--- src/rtl/i2s_sample_feeder.sv ---
// i2s_sample_feeder: FIFO-buffered sample launcher for the i2s transmitter, paced on a synchronised busy flag
module i2s_sample_feeder #(
   parameter int DATA_W    = 16,
   parameter int DEPTH     = 8,
   parameter int INIT_HOLD = 64,
   parameter int BUSY_TMO  = 1024
) (
   input  logic                       main_clk,
   input  logic                       rst,
   input  logic [DATA_W-1:0]          in_data,
   input  logic                       in_valid,
   output logic                       in_ready,
   input  logic                       play,
   input  logic                       busy,
   output logic [DATA_W-1:0]          data,
   output logic                       init,
   output logic [$clog2(DEPTH):0]     level,
   output logic                       underrun,
   output logic                       timeout,
   input  logic                       clr_flags
);
   localparam int AW = $clog2(DEPTH);
   localparam int LW = AW + 1;
   localparam int CW = $clog2((BUSY_TMO > INIT_HOLD ? BUSY_TMO : INIT_HOLD) + 1);
   typedef enum logic [1:0] {IDLE, LAUNCH, WAIT_HI, WAIT_LO} state_t;
   logic [DATA_W-1:0] mem_q [DEPTH];
   logic [AW-1:0]     wr_ptr_q, rd_ptr_q;
   logic [LW-1:0]     level_q, level_d;
   logic [CW-1:0]     cnt_q;
   state_t            state_q;
   logic              busy_m_q, busy_s_q;
   logic [DATA_W-1:0] data_q;
   logic              init_q, underrun_q, timeout_q;
   logic              wr, pop, set_und, set_tmo;
   assign in_ready = level_q != LW'(DEPTH);
   assign wr       = in_valid & in_ready;
   assign pop      = (state_q == IDLE) & play & (level_q != '0) & ~busy_s_q;
   assign set_und  = (state_q == WAIT_LO) & ~busy_s_q & play & (level_q == '0);
   assign set_tmo  = (state_q == WAIT_HI) & ~busy_s_q & (cnt_q == CW'(BUSY_TMO - 1));
   assign level_d  = level_q + LW'(wr) - LW'(pop);
   assign data     = data_q;
   assign init     = init_q;
   assign level    = level_q;
   assign underrun = underrun_q;
   assign timeout  = timeout_q;
   always_ff @(posedge main_clk) begin
      if (wr) mem_q[wr_ptr_q] <= in_data;
   end
   always_ff @(posedge main_clk or posedge rst) begin
      if (rst) begin
         wr_ptr_q   <= '0;
         rd_ptr_q   <= '0;
         level_q    <= '0;
         busy_m_q   <= 1'b0;
         busy_s_q   <= 1'b0;
         underrun_q <= 1'b0;
         timeout_q  <= 1'b0;
      end else begin
         wr_ptr_q   <= wr ? wr_ptr_q + AW'(1) : wr_ptr_q;
         rd_ptr_q   <= pop ? rd_ptr_q + AW'(1) : rd_ptr_q;
         level_q    <= level_d;
         busy_m_q   <= busy;
         busy_s_q   <= busy_m_q;
         underrun_q <= clr_flags ? 1'b0 : (underrun_q | set_und);
         timeout_q  <= clr_flags ? 1'b0 : (timeout_q | set_tmo);
      end
   end
   // cnt_q times the init pulse in LAUNCH, then the busy wait in WAIT_HI
   always_ff @(posedge main_clk or posedge rst) begin
      if (rst) begin
         state_q <= IDLE;
         cnt_q   <= '0;
         data_q  <= '0;
         init_q  <= 1'b0;
      end else begin
         case (state_q)
            IDLE: if (pop) begin
               data_q  <= mem_q[rd_ptr_q];
               init_q  <= 1'b1;
               cnt_q   <= '0;
               state_q <= LAUNCH;
            end
            LAUNCH: if (cnt_q == CW'(INIT_HOLD - 1)) begin
               init_q  <= 1'b0;
               cnt_q   <= '0;
               state_q <= WAIT_HI;
            end else begin
               cnt_q <= cnt_q + CW'(1);
            end
            WAIT_HI: if (busy_s_q) state_q <= WAIT_LO;
               else if (set_tmo) state_q <= IDLE;
               else cnt_q <= cnt_q + CW'(1);
            WAIT_LO: if (!busy_s_q) state_q <= IDLE;
            default: state_q <= IDLE;
         endcase
      end
   end
endmodule

--- config.mk ---
export PLATFORM = sky130hd
export DESIGN_NAME = i2s_sample_feeder
export DESIGN_NICKNAME = d
export VERILOG_FILES = /design/src/rtl/i2s_sample_feeder.sv
export SDC_FILE = /design/constraint.sdc
export NUM_CORES = 1
export LEC_CHECK = 0
export ABC_AREA = 1
export BUFFER_PORTS_ARGS = -buffer_cell sky130_fd_sc_hd__buf_4
export CORE_AREA = 8 8 96 163
export CTS_CLUSTER_SIZE = 40
export DETAILED_ROUTE_END_ITERATION = 10
export DIE_AREA = 0 0 104 171
export PLACE_DENSITY = 0.72
export SYNTH_ARGS = -nofsm -noshare
export SYNTH_HDL_FRONTEND = slang
export SYNTH_SLANG_ARGS = --single-unit
--- constraint.sdc ---
create_clock -name main_clk -period 3.87 [get_ports main_clk]
set_input_delay 0.774 -clock main_clk [delete_from_list [all_inputs] [get_ports main_clk]]
set_output_delay 0.774 -clock main_clk [all_outputs]
set_load 0.01 [all_outputs]
==> results.json, run 1 <==
{
  "die_h_um": 171,
  "io_pins": 46,
  "tightest_slew_ns": 1.04,
  "clk_latency_ns": 0.42,
  "yosys.area.top_type": "edfxtp_1",
  "synth_async_sr_flop_share_pct": 25.6,
  "crit_path_start_kind": "register",
  "core-area_mm2": 0.0133,
  "post_cts_buffers": 0,
  "fin_crit_sh_pct": 62.9,
  "cts_sinks": 172,
  "p_per_area_mw_per_mm2": 726,
  "p_comb_share_pct": 31.1,
  "drt_wl_total_mm": 15.1,
  "viasPerCell": 5.46,
  "synth.net_count": 673,
  "relSlewSlack_pct": 30.6,
  "critPathRequiredTime_ns": 4.17,
  "reg2reg_to": "level[2]",
  "switchingPower_uw": 2180,
  "cts_resized": 0,
  "arrival_ns": 2.74,
  "grt_pass1_vias": 4877,
  "synth.most_common_cell": "edfxtp_1",
  "hp-class": "reg2reg",
  "hold_viol": 0,
  "routed-via-count": 4757,
  "reg2reg_slack_ns": 1.43,
  "drive_gt1_share_pct": 14.5,
  "grt_pass1_wl_mm": 24.8,
  "synth.distinct_cells": 32,
  "ys_warn_count": 0,
  "drc": 0,
  "power_frac_seq_pct": 41.9,
  "h-tree-depth": 4,
  "drtIter0Drc": 406,
  "reg2reg_depth": 13,
  "drtAntennaViolNets": 0,
  "die_w_um": 104,
  "rsz0062_at_grt": "false",
  "end_kind": "register",
  "clockBufferDepth": 2,
  "synth_common_cells": "128 x edfxtp_1, 116 x nor2_1, 102 x nand2_1, 77 x o21ai_0, 44 x dfrtp_1",
  "antenna_found_initial": 0,
  "grt_overflow": 0,
  "synth_edf_count": 128,
  "total_power_uw": 6040,
  "p_clk_share_pct": 26.9,
  "switching_share_pct": 36.1,
  "setup_viol": 0,
  "io_buffers": 45,
  "crit_start": "state_q[1]",
  "ir_drop_mv": 0.384,
  "fp-row-count": 56,
  "cts_tree": "built",
  "dpl.hpwl_mm": 9.36,
  "max_freq_mhz": 411,
  "tns_ns": 0,
  "status": "complete, no violations",
  "cts_hold_buf": 0,
  "synth_area_leaders": "edfxtp_1 53%, dfrtp_1 15%, nor2_1 6.0%, o21ai_0 5.3%, nand2_1 5.3%",
  "antenna_cells": 0,
  "clock_skew_ns": 0.00998,
  "critical_path.endpoint": "level[2]",
  "p_int_uw": 3860,
  "post_synth.cell_area_avg_um2": 11.4,
  "dieArea_mm2": 0.0178,
  "fin_nets": 721,
  "postLayoutCoreUtil_pct": 62.5,
  "power_leakage_uw": 0.00330,
  "grt_max_degree": 67,
  "min_period_ns": 2.44,
  "critPathKind": "reg2reg",
  "syn_inst": 636,
  "wl_per_cell_um": 17.3,
  "clkTransAtPathRegs_ns": 0.07,
  "synthFlopType": "edfxtp_1",
  "r2r-start": "state_q[1]",
  "grtUsageTotal_pct": 17.8,
  "cts-root-buf": "clkbuf_16",
  "synth.cell_area_mm2": 0.00723,
  "seq_area_frac_synth_pct": 68.4,
  "fillers": 1037,
  "initial_core_util_pct": 54.3,
  "cp_max_fo": 19,
  "place_congestion": 0.830,
  "cts_made_buffers": 17,
  "finalMaxSlewViolations": 0,
  "drv_cap": 0,
  "ys_ff_latch": 172,
  "area_growth_pct": 15.1,
  "drtPass1Iterations": 5,
  "yosysTopAreaCellShare_pct": 53.2
}
[cells by family after synthesis]
group	count (synthesis)	share of synthesized area, %
flip-flops	172	68.4
buffers and inverters	68	3.84
AO/OA/AOI/OAI	121	9.59
AND/OR/NAND/NOR	252	14.5
XOR/XNOR	8	0.969
adder cells (fa/ha/maj)	15	2.70
[critical path, stage by stage (launching register included)]
cell and delay (ns):
dfrtp_1 0.41, inv_1 0.15, ha_1 0.16, inv_1 0.05, nor2_1 0.09, nand2_1 0.07, clkinv_1 0.05, buf_4 0.26
ha_1 0.28, inv_1 0.05, ha_1 0.15, inv_1 0.06, fa_1 0.39, xnor2_1 0.15
[registers in the layout, summed over array words and instances (netlist names), 2 cells and up]
register and cells:
mem_q 128, data 16, cnt_q 11, level 4
rd_ptr_q 3, wr_ptr_q 3, state_q 2
[power groups by stage]
stage | sequential (uW) | combinational (uW) | clock [uW]
2_1_floorplan | 2550 | 1280 | 0
3_3_place_gp | 2550 | 1810 | 0
3_5_place_dp | 2570 | 1890 | 0
4_1_cts | 2530 | 1900 | 1640
5_1_grt | 2560 | 2120 | 1730
6_report | 2530 | 1880 | 1630
[cell type report]
cell class,instances,area (um^2),share of cell area (%)
clock buffer,18,429,5.16
clock inverter,14,136,1.64
inverter,39,149,1.79
multi-input combinational,396,2010,24.1
sequential,172,4940,59.4
tap,174,218,2.62
timing repair buffer,58,435,5.23
[placed cells by master, fill, tap and decap left out, types with 14 or more instances in the layout]
master and n:
nor2_1 116, edfxtp_1 128, inv_1 35, o21ai_0 77, o211ai_1 32, ha_1 14
buf_4 58, nand3_1 21, clkbuf_16 17, dfrtp_1 44, nand2_1 102
[per-layer routing]
metal  GRT usage [%]  routed length [um]
met4            9.94                 431
met3            2.90                 610
met5               0                   0
met2            32.0                8040
met1            19.6                5980
[per-stage QoR]
| step | cells | setup WS (ns) | hold WS (ns) | area, um^2 |
|---|---|---|---|---|
| floorplan | 636 | 1.36 | 0.331 | 7230 |
| global placement | 839 | 1.15 | 0.426 | 7750 |
| detailed placement | 839 | 1.11 | 0.430 | 7750 |
| CTS | 871 | 1.42 | 0.443 | 8320 |
| global route | 871 | 1.21 | 0.442 | 8320 |
| finish | 871 | 1.43 | 0.450 | 8320 |
[worst min path at each step]
| stage | end | start | cells past startpoint |
|---|---|---|---|
| detailed placement | busy_s_q | busy_m_q | 0 |
| finish | busy_s_q | busy_m_q | 0 |
| floorplan | busy_s_q | busy_m_q | 0 |
| global route | busy_m_q | busy | 1 |
| CTS | busy_m_q | busy | 1 |
| global placement | busy_s_q | busy_m_q | 0 |
No activity file was read; power rests on OpenSTA's default activity.
==> run 2, diff against run 1 <==
==> config.mk (replaced) <==
export PLATFORM = sky130hd
export DESIGN_NAME = i2s_sample_feeder
export DESIGN_NICKNAME = d
export VERILOG_FILES = /design/src/rtl/i2s_sample_feeder.sv
export SDC_FILE = /design/constraint.sdc
export NUM_CORES = 1
export LEC_CHECK = 0
export ABC_AREA = 0
export BUFFER_PORTS_ARGS = -buffer_cell sky130_fd_sc_hd__buf_4
export CORE_AREA = 8 8 94 160
export CTS_CLUSTER_SIZE = 40
export DETAILED_ROUTE_END_ITERATION = 10
export DIE_AREA = 0 0 102 168
export PLACE_DENSITY = 0.73
export SYNTH_ARGS = -nofsm -noshare
export SYNTH_HDL_FRONTEND = slang
export SYNTH_SLANG_ARGS = --single-unit
==> constraint.sdc (replaced) <==
create_clock -name main_clk -period 2.4 [get_ports main_clk]
set_input_delay 0.48 -clock main_clk [delete_from_list [all_inputs] [get_ports main_clk]]
set_output_delay 0.48 -clock main_clk [all_outputs]
set_load 0.01 [all_outputs]
==> run 2 against run 1 <==
Against the previous run: core utilization rose by 1.8 points; combinational power rose by 63%; cell area fell by 1.0%; register-to-register slack got worse by 1.3 ns; largest cell class unchanged; cell count fell by 25%; clock power rose by 58%; sequential cell count did not move; setup slack got worse by 1.3 ns.
==> results.json, run 2 <==
{
  "end_kind": "register",
  "syn_inst": 402,
  "critPathRequiredTime_ns": 2.70,
  "drtPass1Iterations": 4,
  "io_pins": 46,
  "power_leakage_uw": 0.00306,
  "postLayoutCoreUtil_pct": 64.3,
  "total_power_uw": 9820,
  "grtUsageTotal_pct": 16.9,
  "synthFlopType": "edfxtp_1",
  "critPathKind": "reg2reg",
  "layout_commonest_cell": "edfxtp_1",
  "clk_latency_ns": 0.42,
  "largest_reg_flops": 128,
  "core-area_mm2": 0.0128,
  "synth_common_cells": "128 x edfxtp_1, 44 x dfrtp_1, 35 x nor2_1, 32 x mux4_2, 19 x a21oi_1",
  "synth.most_common_cell": "edfxtp_1",
  "critical_path.endpoint": "cnt_q[6]",
  "post_cts_buffers": 0,
  "seq_area_frac_synth_pct": 71.2,
  "setup_viol": 0,
  "synth_edf_count": 128,
  "wl_per_cell_um": 20.4,
  "p_per_area_mw_per_mm2": 1190,
  "grt_max_degree": 37,
  "final_cell_area_mm2": 0.00823,
  "mostFrequentLayoutCells": "128 x edfxtp_1, 59 x buf_4, 43 x dfrtp_1",
  "cp_slowest_cell": "or4_1",
  "yosys.area.top_type": "edfxtp_1",
  "r2r-start": "cnt_q[7]",
  "area_growth_pct": 18.5,
  "io_buffers": 45,
  "cts-root-buf": "clkbuf_16",
  "clkTransAtPathRegs_ns": 0.07,
  "cp_max_fo": 9,
  "synth.cell_area_mm2": 0.00695,
  "relSlewSlack_pct": 61.4,
  "cts_tree": "built",
  "rsz0062_at_grt": "false",
  "ys_ff_latch": 172,
  "arrival_ns": 2.59,
  "die_w_um": 102,
  "clockBufferDepth": 2,
  "dieArea_mm2": 0.0171,
  "viasPerCell": 5.72,
  "drive_gt1_share_pct": 30.9,
  "grt_pass1_vias": 4014,
  "fin_crit_sh_pct": 95.3,
  "crit_start": "cnt_q[7]",
  "fin_nets": 506,
  "crit_path_start_kind": "register",
  "dpl.hpwl_mm": 8.63,
  "cts_hold_buf": 0,
  "routed-via-count": 3738,
  "cts_resized": 0,
  "place_area_mm2": 0.00767,
  "tightest_slew_ns": 0.579,
  "finalMaxSlewViolations": 0,
  "max_stage_delay_ns": 0.59,
  "reg2reg_to": "cnt_q[6]",
  "hp-class": "in2async",
  "ir_drop_mv": 0.536,
  "reg2reg_depth": 5,
  "die_h_um": 168,
  "cts_sinks": 172,
  "synth_async_sr_flop_share_pct": 25.6,
  "drc": 0,
  "max_freq_mhz": 437,
  "dp_cells": 621,
  "drtAntennaViolNets": 0,
  "grt_pass1_wl_mm": 21.3,
  "top_register": "mem_q",
  "synth.net_count": 439,
  "antenna_cells": 0,
  "reg2reg_slack_ns": 0.11,
  "yosysTopAreaCellShare_pct": 55.3,
  "drv_cap": 0,
  "place_congestion": 0.837,
  "min_period_ns": 2.29,
  "post_synth.cell_area_avg_um2": 17.3,
  "ys_warn_count": 0,
  "clock_skew_ns": 0.0113,
  "synth_area_leaders": "edfxtp_1 55%, dfrtp_1 16%, mux4_2 10%, ha_1 2.5%, mux2i_1 2.4%",
  "fp-row-count": 55,
  "initial_core_util_pct": 54.3,
  "tns_ns": 0,
  "grt_overflow": 0,
  "drt_wl_total_mm": 13.3,
  "antenna_found_initial": 0,
  "h-tree-depth": 4,
  "drtIter0Drc": 176,
  "path_cells": "or4_1, o41a_1, o21a_4, and2_4, a221o_1",
  "cts_made_buffers": 17,
  "stdcell_count": 653,
  "status": "complete, no violations",
  "hold_viol": 0,
  "synth.distinct_cells": 46
}
==> run 2: changes by cell type in the layout (fill, tap and decap cells not counted), sizes merged, moves of 16 or more <==
cell	previous run	this run
inv	50	19
mux2i	0	17
mux4	0	32
nand2	104	10
nand3	22	6
nor2	118	35
o211ai	32	1
o21ai	82	9
==> run 2: worst max-delay path, delay by kind of cell, from the launching register on <==
family | cells | cell delay (ns)
compound gates | 3 | 0.96
simple gates | 2 | 0.78
flops | 1 | 0.43
==> run 2: kinds of logic after synthesis <==
kind of cell / after synthesis / synth area share (%)
DFF: 172 / 71.2
and+or+nand+nor: 81 / 5.69
muxes: 52 / 13.3
AOI/OAI and AO/OA: 47 / 4.61
buffers and inverters: 30 / 1.77
adders and majority gates: 15 / 2.81
xor gates and xnor gates: 5 / 0.631
==> run 2: metrics by stage <==
step,setup WS [ns],hold slack [ns]
global placement,0.195,0.338
detailed placement,0.137,0.346
global route,0.0536,0.142
CTS,0.127,0.115
floorplan,0.00616,0.331
finish,0.113,0.104
==> run 2: power by group <==
| group | internal, uW | switching (uW) |
|---|---|---|
| registers | 3810 | 370 |
| clock network | 1440 | 1140 |
| logic | 1550 | 1510 |
| total | 6800 | 3020 |
==> run 2: worst min-delay path by stage <==
| stage | from | slack (ns) | end |
|---|---|---|---|
| 5_1_grt | rst | 0.14 | underrun |
| 3_3_place_gp | busy_m_q | 0.34 | busy_s_q |
| 4_1_cts | rst | 0.12 | timeout |
| 2_1_floorplan | busy_m_q | 0.33 | busy_s_q |
| 3_5_place_dp | busy_m_q | 0.35 | busy_s_q |
| 6_report | rst | 0.10 | timeout |
==> run 2: layout make-up <==
class / instances / area [um^2]
timing repair buffer: 65 / 563
fill: 947 / 4570
multi-input combinational: 200 / 1900
clock inverter: 15 / 135
sequential: 172 / 4950
tap: 171 / 214
clock buffer: 17 / 425
inverter: 13 / 48.8
==> run 2: metal layers <==
layer / global-route usage [%] / wire (um) / vias up
li1: - / - / 1690
met1: 18.5 / 5190 / 1956
met2: 29.8 / 7440 / 72
met3: 4.05 / 426 / 20
met4: 6.94 / 232 / 0
met5: 0 / 0 / -
